`config.mk`:
```
export PLATFORM = sky130hd
export DESIGN_NAME = graph_mem_loader
export DESIGN_NICKNAME = d
export VERILOG_FILES = /design/src/rtl/graph_mem_loader.sv
export SDC_FILE = /design/constraint.sdc
export NUM_CORES = 1
export LEC_CHECK = 0
export CAP_MARGIN = 10
export CORE_MARGIN = 4
export CORE_UTILIZATION = 56
export DETAILED_ROUTE_END_ITERATION = 10
export HOLD_SLACK_MARGIN = 0.05
export PLACE_DENSITY = 0.84
export SLEW_MARGIN = 20
export SYNTH_ARGS = -nofsm -noshare
export SYNTH_HDL_FRONTEND = slang
export SYNTH_SLANG_ARGS = --single-unit
```
`constraint.sdc`:
```
create_clock -name clk -period 3.2 [get_ports clk]
set_input_delay 0.64 -clock clk [delete_from_list [all_inputs] [get_ports clk]]
set_output_delay 0.64 -clock clk [all_outputs]
set_load 0.05 [all_outputs]
```
`src/rtl/graph_mem_loader.sv`:
```
// graph_mem_loader
//   Writer-side front end for the DFS shortest-path engine. Clears the
//   NODES x NODES adjacency matrix, then accepts edges over a valid/ready
//   stream and writes each one twice (row/col and col/row) so the matrix stays
//   symmetric. After the final edge it pulses search_start and holds off new
//   loads until the engine reports search_done. A fresh clear follows every
//   search.
//
// Ports
//   clk, rst          rising-edge clock, synchronous active-high reset
//   in_valid/in_ready edge stream handshake (in_ready high only in ACCEPT)
//   in_src, in_dst    edge endpoints
//   in_weight         edge weight, 0 is illegal
//   in_last           final edge of the graph
//   mem_we/addr/wdata graph memory write port, addr = row*NODES + col
//   search_start      one-cycle start pulse to the engine
//   search_done       engine done, honoured only while waiting
//   busy              high in every state except ACCEPT
//   drop_cnt          saturating count of rejected edges since reset
//
// Timing model: in_ready and busy track the current state. The memory
// strobe/address/data and search_start carry the action taken by the state of
// the previous cycle, so a handshake in cycle t shows its forward write in t+1
// and its mirror write in t+2.

module graph_mem_loader #(
  parameter int unsigned NODES    = 6,
  parameter int unsigned NODE_W   = 3,
  parameter int unsigned WEIGHT_W = 15,
  parameter int unsigned ADDR_W   = 18,
  parameter int unsigned DATA_W   = 18
) (
  input  logic                clk,
  input  logic                rst,
  input  logic                in_valid,
  output logic                in_ready,
  input  logic [NODE_W-1:0]   in_src,
  input  logic [NODE_W-1:0]   in_dst,
  input  logic [WEIGHT_W-1:0] in_weight,
  input  logic                in_last,
  output logic                mem_we,
  output logic [ADDR_W-1:0]   mem_addr,
  output logic [DATA_W-1:0]   mem_wdata,
  output logic                search_start,
  input  logic                search_done,
  output logic                busy,
  output logic [7:0]          drop_cnt
);

  localparam int unsigned CELLS = NODES * NODES;
  localparam int unsigned CLR_W = $clog2(CELLS + 1);

  typedef enum logic [2:0] {
    ST_CLEAR  = 3'd0,
    ST_ACCEPT = 3'd1,
    ST_MIRROR = 3'd2,
    ST_START  = 3'd3,
    ST_WAIT   = 3'd4
  } state_t;

  state_t              state;
  logic [CLR_W-1:0]    clr_cnt;
  logic [NODE_W-1:0]   src_q;
  logic [NODE_W-1:0]   dst_q;
  logic [WEIGHT_W-1:0] weight_q;
  logic                last_q;

  logic                hs_c;
  logic                edge_legal_c;
  logic                clr_done_c;
  logic [ADDR_W-1:0]   fwd_addr_c;
  logic [ADDR_W-1:0]   mir_addr_c;

  // Row-major matrix address, computed entirely in ADDR_W bits.
  function automatic logic [ADDR_W-1:0] cell_addr(input logic [NODE_W-1:0] row,
                                                   input logic [NODE_W-1:0] col);
    return ADDR_W'(row) * ADDR_W'(NODES) + ADDR_W'(col);
  endfunction

  // Handshake, edge legality and both write addresses.
  always_comb begin
    hs_c         = in_valid & in_ready;
    edge_legal_c = (32'(in_src) < NODES) && (32'(in_dst) < NODES) &&
                   (in_src != in_dst) && (in_weight != '0);
    clr_done_c   = (clr_cnt == CLR_W'(CELLS));
    fwd_addr_c   = cell_addr(in_src, in_dst);
    mir_addr_c   = cell_addr(dst_q, src_q);
  end

  // Loader state machine with registered outputs.
  always_ff @(posedge clk) begin
    if (rst) begin
      state        <= ST_CLEAR;
      clr_cnt      <= '0;
      src_q        <= '0;
      dst_q        <= '0;
      weight_q     <= '0;
      last_q       <= 1'b0;
      mem_we       <= 1'b0;
      mem_addr     <= '0;
      mem_wdata    <= '0;
      in_ready     <= 1'b0;
      search_start <= 1'b0;
      busy         <= 1'b1;
      drop_cnt     <= 8'd0;
    end else begin
      mem_we       <= 1'b0;
      search_start <= 1'b0;

      case (state)
        // One zero word per cycle; the cycle after the last word opens ACCEPT.
        ST_CLEAR: begin
          if (clr_done_c) begin
            state    <= ST_ACCEPT;
            in_ready <= 1'b1;
            busy     <= 1'b0;
          end else begin
            mem_we    <= 1'b1;
            mem_addr  <= ADDR_W'(clr_cnt);
            mem_wdata <= '0;
            clr_cnt   <= CLR_W'(clr_cnt + 1'b1);
          end
        end

        ST_ACCEPT: begin
          if (hs_c) begin
            if (edge_legal_c) begin
              mem_we    <= 1'b1;
              mem_addr  <= fwd_addr_c;
              mem_wdata <= DATA_W'(in_weight);
              src_q     <= in_src;
              dst_q     <= in_dst;
              weight_q  <= in_weight;
              last_q    <= in_last;
              state     <= ST_MIRROR;
              in_ready  <= 1'b0;
              busy      <= 1'b1;
            end else begin
              if (drop_cnt != 8'hFF) begin
                drop_cnt <= drop_cnt + 8'd1;
              end
              // A rejected final edge still ends the graph.
              if (in_last) begin
                state    <= ST_START;
                in_ready <= 1'b0;
                busy     <= 1'b1;
              end
            end
          end
        end

        // Transposed copy of the edge just written.
        ST_MIRROR: begin
          mem_we    <= 1'b1;
          mem_addr  <= mir_addr_c;
          mem_wdata <= DATA_W'(weight_q);
          if (last_q) begin
            state    <= ST_START;
            in_ready <= 1'b0;
            busy     <= 1'b1;
          end else begin
            state    <= ST_ACCEPT;
            in_ready <= 1'b1;
            busy     <= 1'b0;
          end
        end

        ST_START: begin
          search_start <= 1'b1;
          state        <= ST_WAIT;
        end

        // Done may already be high on entry; it is taken on the first sample.
        ST_WAIT: begin
          if (search_done) begin
            state   <= ST_CLEAR;
            clr_cnt <= '0;
          end
        end

        default: begin
          state    <= ST_CLEAR;
          clr_cnt  <= '0;
          in_ready <= 1'b0;
          busy     <= 1'b1;
        end
      endcase
    end
  end

endmodule

```
Word-level counts from Yosys, hierarchy flattened:

Index checks and enable logic that the tools add are counted.

* flip-flop bits (word level): 79
* input bits: 26
* output and inout bits: 48
* word-level logic and storage cells: 87

* $add $sub $neg: 4
* $mul: 2
* order comparisons: 2
* eq/ne operators: 13
* mux-type cells: 35
* bitwise operators: 4
* reduce and logical (&&, ||, !) cells: 14

Operators with widths (count)
* $mux W18: 6
* $pmux W18 S3: 2
* $pmux W6 S3: 1
* $reduce_and A4 Y1: 4
* $mux W3: 5
* $pmux W3 S5: 1
* $reduce_bool A15 Y1: 1
* $add A6 B3 Y7: 2
* $mux W1: 14
* $mux W6: 2
* $mul A3 B2 Y5 const B: 2
* $ne A2 B2 Y1 const B: 5
* $add A8 B1 Y8 const B: 1
* $ne A8 B8 Y1 const B: 1
* $pmux W1 S4: 2
* $add A6 B1 Y6 const B: 1
* $eq A3 B2 Y1 const B: 2
* $eq A6 B6 Y1 const B: 1
* $lt A3 B3 Y1 const B: 2
* $reduce_and A3 Y1: 2
* $eq A3 B1 Y1 const B: 1
* $eq A3 B3 Y1 const B: 1
* $logic_and A1 B1 Y1: 3
* $logic_not A3 Y1: 1
* other kinds (9): 11

Depth between registers and ports, before layout:

Gate-level depths: netlist of run 1.

* depth in word-level cells: 7
* depth in mapped cells: 8
* gate-level depth less buffers: 8

Worst setup path after synthesis of run 1:

No wires, ideal clock.

* path kind: input to register
* start: in in_src[0]
* end: reg mem_addr[4]
* setup time: 0.061 ns
* arrival: 2.279 ns
* data required time: 3.139 ns
* slack: 0.859 ns
* stages: 6
* buffers on the path: 0
* cells stage by stage: ha_1 > fa_1 > a21oi_1 > or3b_1 > a2111oi_0 > a32o_1

* longest elaborated chain between the ends: 6
* elaborated cells between the ends (all ways): 12
* classes of those cells: add/sub (1); mul (1); order compare (1); eq/ne (2); mux (3); reduce/logical (4)

Ends and longest elaborated chain
* from (decl): RTL line 37 `input logic [NODE_W-1:0] in_src,`
* branches (longest 6 deep; another with $add A6 B3 Y7)
* to (signal assigned): RTL line 119 `mem_addr <= ADDR_W'(clr_cnt);`
* to (signal assigned): RTL line 129 `mem_addr <= fwd_addr_c;`
* to (signal assigned): RTL line 155 `mem_addr <= mir_addr_c;`
* to (decl): RTL line 42 `output logic [ADDR_W-1:0] mem_addr,`

Parallel ways; which one is timed is not known. The select of a mux whose other input is x is not followed.
A chain may end at the register's enable or synchronous reset.

Worst setup path in the final report of run 1:

Same ends and word-level chain as after synthesis.

==> impl_metrics.py, run 1 <==
metrics = {
    "setup_path": {
        "end_kind": "register",
        "startpoint_type": "input pin",
        "arrival_ns": 3.01,
        "cp_max_fo": 4,
        "required_ns": 3.48,
        "reg2reg_depth": 6,
        "path_class": "input pin to register",
    },
    "pwr": {
        "p_leak_nw": 1.81,
        "powerDensity_nw_per_um2": 388,
        "max-vdd-ir-drop_mv": 0.343,
        "power_mw": 1.72,
    },
    "grt": {
        "met3_usage_pct": 6.42,
        "antenna_found_initial": 0,
        "grt_max_degree": 41,
        "gr-usage-met2_pct": 38.9,
        "use_met1_pct": 30.4,
        "grt_pass1_vias": 3114,
        "busiest_layer": "met2",
        "overflow": 0,
        "grt_usage_pct": 23.8,
        "grt_first_pass_wirelength_um": 14700,
    },
    "cells_and_area": {
        "final_cells": 532,
        "nFillCells": 468,
        "antennaDiodeCount": 0,
        "drive_gt1_share_pct": 9.45,
        "utilization_pct": 69.8,
        "syn2layout_area_growth_pct": 21.6,
        "design.final.nets": 494,
    },
    "route": {
        "dr.pass1.iters": 4,
        "dr_total_vias": 3192,
        "routed_wl_um": 8870,
        "vias_per_cell": 6.00,
        "drtIter0Drc": 323,
        "drcViolationCount": 0,
        "avgRoutedWirePerCell_um": 16.7,
        "ant_nets": 0,
    },
    "synthesis": {
        "async_flop_share_pct": 0,
        "synthCells": 396,
        "synth_most_common_cell": "dfxtp_1",
        "ys_seq_area_share_pct": 35.7,
        "synth-edff-count": 0,
        "yosysTopAreaCellShare_pct": 35.7,
        "syn-cell-area_um2": 3640,
        "ys_warn_count": 0,
        "avgSynthCellArea_um2": 9.20,
        "ys_types": 61,
        "synth_area_leaders": "dfxtp_1 (36%), mux2i_1 (6.3%), a31o_1 (4.8%), ha_1 (4.5%), nor2_1 (4.2%)",
        "ys_top_cells_by_count": "dfxtp_1 (65), nor2_1 (41), mux2i_1 (23)",
        "synth_top_area_cell": "dfxtp_1",
        "synth-main-ff-cell": "dfxtp_1",
        "ys_ff_latch": 65,
    },
    "die": {
        "dieArea_um2": 7860,
        "die_h_um": 88.7,
        "coreArea_um2": 6350,
        "ioPinCount": 74,
        "num_rows": 29,
        "start_util_pct": 57.4,
        "die_w_um": 88.7,
    },
    "placement": {
        "placed_cells": 517,
        "gp_routability_congestion": 0.847,
        "port_buffers": 59,
        "dp_hpwl_um": 6130,
    },
    "sta": {
        "worst_pin_slew_ns": 0.765,
        "finalCritPeriodShare_pct": 85.3,
        "rsz0062_at_grt": "false",
        "layout_min_cycle_time_ns": 2.73,
        "slew_viol_final": 0,
        "fmax_mhz": 366,
        "finalSetupViolations": 0,
        "hold_viol_final": 0,
        "fin_hold_ws_ns": 0.474,
        "finClkSkew_ns": 0.00994,
        "tns_ns": 0,
        "max_slew_margin_pct": 48.9,
    },
    "clock_tree": {
        "path_clk_slew_ns": 0.06,
        "cts_tree": "built",
        "cts_hold_buf": 0,
        "cts_resized": 0,
        "h-tree-depth": 3,
        "clockBufferDepth": 2,
        "cts_root_buf": "clkbuf_8",
        "clock_latency_ns": 0.35,
        "cts_setup_buffers": 0,
        "clkSinkCount": 65,
        "cts_buffers": 9,
    },
    "worst_hold_path": {
        "hold_class": "register to register",
        "min_path_cells": 1,
    },
    "outcome": {
        "status": "completed",
    },
    "job": {
        "maxCapViolCount": 0,
    },
}
cell usage in the layout, fill, tap and decap left out, types with 3 or more instances in the layout:
cell / netlist / routed
fa_1: 4 / 4
a31o_1: 20 / 20
nand2_1: 15 / 15
nand3_1: 4 / 4
xnor2_1: 11 / 11
inv_1: 19 / 19
mux2i_1: 23 / 23
a22oi_1: 15 / 15
clkbuf_8: 0 / 11
clkdlybuf4s50_1: 0 / 58
o21ai_0: 8 / 8
buf_4: 20 / 13
or3_1: 3 / 3
a21oi_1: 12 / 12
o21ai_1: 5 / 5
ha_1: 13 / 13
nand2b_1: 4 / 4
nor4_2: 3 / 3
dfxtp_1: 65 / 65
nor4_1: 21 / 21
o211ai_1: 3 / 3
nor2b_1: 3 / 3
nor3_1: 4 / 4
a21o_1: 4 / 4
nor2_1: 41 / 41
xor2_1: 6 / 6
conb_1: 1 / 14
nand4_1: 5 / 5
worst max-delay path: stages:
cell             delay [ns]
clkdlybuf4s50_1        0.48
ha_1                   0.25
fa_1                   0.39
xor2_1                 0.17
nand3_1                0.10
or3b_1                 0.36
a2111oi_0              0.44
a32o_1                 0.18
flip-flops by register name (all words and copies together) (netlist names):
signal	count
drop_cnt	8
in_ready	1
mem_we	1
mem_addr	7
dst_q	3
last_q	1
state	3
search_start	1
clr_cnt	6
mem_wdata	15
src_q	3
weight_q	15
busy	1
per-layer routing:
metal,share of wire (%),vias to the layer above
met5,0,-
met4,1.9,0
met3,6.3,19
met2,48,125
met1,44,1524
li1,-,1524
logic make-up after synthesis:
group                      count (synthesis)  share of synthesized area [%]
adders and majority gates                 17                           6.66
buffers and inverters                     61                           8.55
DFF                                       65                           35.7
AOI/OAI and AO/OA                         94                           20.2
other                                      1                          0.103
and+or+nand+nor                          115                           17.4
muxes                                     26                           7.24
xor gates and xnor gates                  17                           4.09
cell type report:
| cell class | count | area (µm²) | area share, % |
|---|---|---|---|
| Multi-Input combinational cell | 283 | 2080 | 47.0 |
| Tap cell | 77 | 96.3 | 2.17 |
| Clock buffer | 12 | 155 | 3.50 |
| Timing Repair Buffer | 72 | 683 | 15.4 |
| Sequential cell | 65 | 1300 | 29.4 |
| Clock inverter | 3 | 40.0 | 0.903 |
| Inverter | 20 | 75.1 | 1.69 |
per-stage QoR:
| stage | setup WS (ns) | instance area [µm²] |
|---|---|---|
| detailed placement | 0.0808 | 4240 |
| global route | 0.316 | 4430 |
| floorplan | 0.859 | 3690 |
| CTS | 0.467 | 4430 |
| global placement | 0.249 | 4240 |
| finish | 0.469 | 4430 |
power breakdown:
group / internal, mW / total (mW) / switching, mW
Clock: 0.396 / 0.703 / 0.308
Combinational: 0.0677 / 0.192 / 0.124
Sequential: 0.815 / 0.823 / 0.00743
Total: 1.28 / 1.72 / 0.439
worst paths after layout:
kind / start / endpoint / slack (ns)
max: in_src[0] / mem_addr[4] / 0.47
min: mem_wdata[8] / mem_wdata[8] / 0.47
max reg2reg: state[0] / drop_cnt[7] / 0.81
min reg2reg: mem_wdata[8] / mem_wdata[8] / 0.47
Power figures use the tool's default switching activity.
==> run 2, diff against run 1 <==
CAP_MARGIN = 20   (was 10)
GPL_ROUTABILITY_DRIVEN = 0   (was not set)
SETUP_SLACK_MARGIN = 0.3   (was not set)
==> results of run 2 <==
No change in the layout: final DEF, timing and power equal those of run 1.
==> run 3, diff against run 2 <==
--- a/config.mk
+++ b/config.mk
@@ -12,5 +12,5 @@
 export GPL_ROUTABILITY_DRIVEN = 0
 export HOLD_SLACK_MARGIN = 0.05
-export PLACE_DENSITY = 0.84
+export PLACE_DENSITY = 0.93
 export SETUP_SLACK_MARGIN = 0.3
 export SLEW_MARGIN = 20
==> constraint.sdc (replaced) <==
create_clock -name clk -period 3.2 [get_ports clk]
set_input_delay 0.96 -clock clk [delete_from_list [all_inputs] [get_ports clk]]
set_output_delay 0.96 -clock clk [all_outputs]
set_load 0.05 [all_outputs]
==> impl_metrics.py, run 3 (same netlist as run 1, synthesis figures left out) <==
metrics = {
    "outcome": {
        "status": "completed",
    },
    "clock_tree": {
        "cts_setup_buffers": 0,
        "clkSinkCount": 65,
        "cts_buffers": 9,
        "path_clk_slew_ns": 0.08,
        "cts_tree": "built",
        "clock_latency_ns": 0.36,
        "h-tree-depth": 3,
        "cts_hold_buf": 0,
        "clockBufferDepth": 2,
        "cts_root_buf": "clkbuf_8",
    },
    "route": {
        "routed_wl_um": 9500,
        "avgRoutedWirePerCell_um": 17.7,
        "dr_total_vias": 3304,
        "m1WireLength_um": 3920,
        "drcViolationCount": 0,
        "met2_length_um": 4550,
        "wl_met3_um": 760,
        "drtIter0Drc": 381,
        "top_layer": "met4",
        "ant_nets": 0,
        "dr.pass1.iters": 6,
        "vias_per_cell": 6.14,
    },
    "cells_and_area": {
        "antennaDiodeCount": 0,
        "syn2layout_area_growth_pct": 24.1,
        "final_cells": 538,
        "nFillCells": 457,
        "design_area_um2": 4520,
        "design.final.nets": 499,
        "layout_common_cells": "dfxtp_1 (65), clkdlybuf4s50_1 (55), nor2_1 (41)",
        "reg_top3": "mem_wdata (15), weight_q (15), drop_cnt (8)",
        "final_common_cell": "dfxtp_1",
        "drive_gt1_share_pct": 12.1,
    },
    "sta": {
        "worst_pin_slew_ns": 0.806,
        "layout_min_cycle_time_ns": 2.86,
        "max_slew_margin_pct": 46.2,
        "finClkSkew_ns": 0.0120,
        "slew_viol_final": 0,
        "finalSetupViolations": 0,
        "rsz0062_at_grt": "true",
        "fin_hold_ws_ns": 0.483,
        "finalCritPeriodShare_pct": 89.2,
        "hold_viol_final": 0,
        "tns_ns": 0,
        "fmax_mhz": 350,
    },
    "grt": {
        "grt_pass1_vias": 3199,
        "grt_usage_pct": 25.1,
        "grt_max_degree": 28,
        "overflow": 0,
        "grt_first_pass_wirelength_um": 15300,
        "antenna_found_initial": 0,
    },
    "setup_path": {
        "critPathMaxStageDelay_ns": 0.47,
        "cp_num_buf_inv": 2,
        "startpoint": "in_src[2]",
        "required_ns": 3.42,
        "worstReg2RegEnd": "mem_addr[0]",
        "crit_chain": "clkdlybuf4s50_1 > ha_1 > a21oi_1 > o31a_1 > a21boi_4 > buf_4 > a2111oi_0",
        "path_class": "input pin to register",
        "end_kind": "register",
        "critical_path.top_delay_family": "compound AO/OA/AOI/OAI gates",
        "crit_cells": 7,
        "cpMaxStageDelayCell": "clkdlybuf4s50_1",
        "reg2reg_depth": 6,
        "worstReg2RegStart": "state[0]",
        "cp_max_fo": 23,
        "arrival_ns": 3.08,
        "crit_end": "state[1]",
        "rrSetupSlack_ns": 0.88,
        "startpoint_type": "input pin",
    },
    "placement": {
        "place_area_um2": 4290,
        "port_buffers": 59,
        "dp_hpwl_um": 6530,
        "placed_cells": 522,
    },
    "worst_hold_path": {
        "min_path_cells": 2,
        "min_from": "busy",
        "hold_class": "register to register",
    },
    "die": {
        "start_util_pct": 57.4,
        "die_h_um": 88.7,
        "num_rows": 29,
        "coreArea_um2": 6350,
        "die_w_um": 88.7,
        "dieArea_um2": 7860,
        "ioPinCount": 74,
    },
    "pwr": {
        "max-vdd-ir-drop_mv": 0.256,
        "p_leak_nw": 1.87,
        "clockPowerShare_pct": 40.8,
        "pwr-share-seq_pct": 47.2,
        "power_mw": 1.74,
        "p_switching_uw": 487,
        "powerDensity_nw_per_um2": 386,
        "switching_share_pct": 27.9,
        "intPower_mw": 1.26,
        "combPwrFrac_pct": 12.0,
    },
    "job": {
        "maxCapViolCount": 0,
    },
}
==> run 3: cell count changes in the layout (fill, tap and decap cells not counted), sizes merged, moves of 2 or more <==
cell,previous run,this run
clkdlybuf4s50,58,55
clkbuf,12,9
inv,19,22
dlymetal6s2s,0,2
buf,14,19
==> run 3: per-stage QoR <==
| stage | utilization [%] | worst slack (ns) |
|---|---|---|
| 5_1_grt | 71.2 | 0.279 |
| 2_1_floorplan | - | 0.539 |
| 3_5_place_dp | 67.5 | -0.102 |
| 3_3_place_gp | 67.5 | -0.0266 |
| 4_1_cts | 70.7 | 0.317 |
| 6_report | 71.2 | 0.344 |
==> run 3: worst min path at each step <==
stage	to	slack [ns]
6_report	busy	0.48
5_1_grt	mem_wdata[10]	0.50
4_1_cts	mem_wdata[10]	0.49
3_5_place_dp	mem_addr[1]	0.46
3_3_place_gp	busy	0.46
2_1_floorplan	src_q[0]	0.46
==> run 3: worst register-to-register path: stages (launching register included) <==
cell      delay (ns)
dfxtp_1         0.69
nor3b_4         0.31
buf_4           0.32
a21boi_4        0.26
buf_4           0.31
nor4_1          0.10
a31o_1          0.22
==> run 3: cell type report <==
class	instances	area [µm²]	share of cell area (%)
multi-input cells	283	2110	46.7
flip-flops and latches	65	1300	28.8
repair buffers	77	737	16.3
clock buffers	9	124	2.74
well taps	77	96.3	2.13
clock inverters	7	75.1	1.66
inverters	20	75.1	1.66
==> run 3: layer usage <==
layer	GRT usage, %	vias up
met5	0	-
met4	13.0	0
met2	40.8	180
met3	5.03	30
li1	-	1540
met1	31.5	1554
==> run 3: timing repair <==
action | CTS | global route
pin swaps | 4 | 6
endpoints found under the setup margin | 1 | 3
resized for setup | 3 | 7
==> run 3: power groups by stage <==
stage                     sequential, mW  clock, mW  combinational, mW
after floorplan                    0.849          0              0.122
after global routing               0.823      0.754              0.222
final                              0.823      0.712              0.208
after detailed placement           0.841          0              0.199
after global placement             0.840          0              0.194
after CTS                          0.822      0.721              0.200
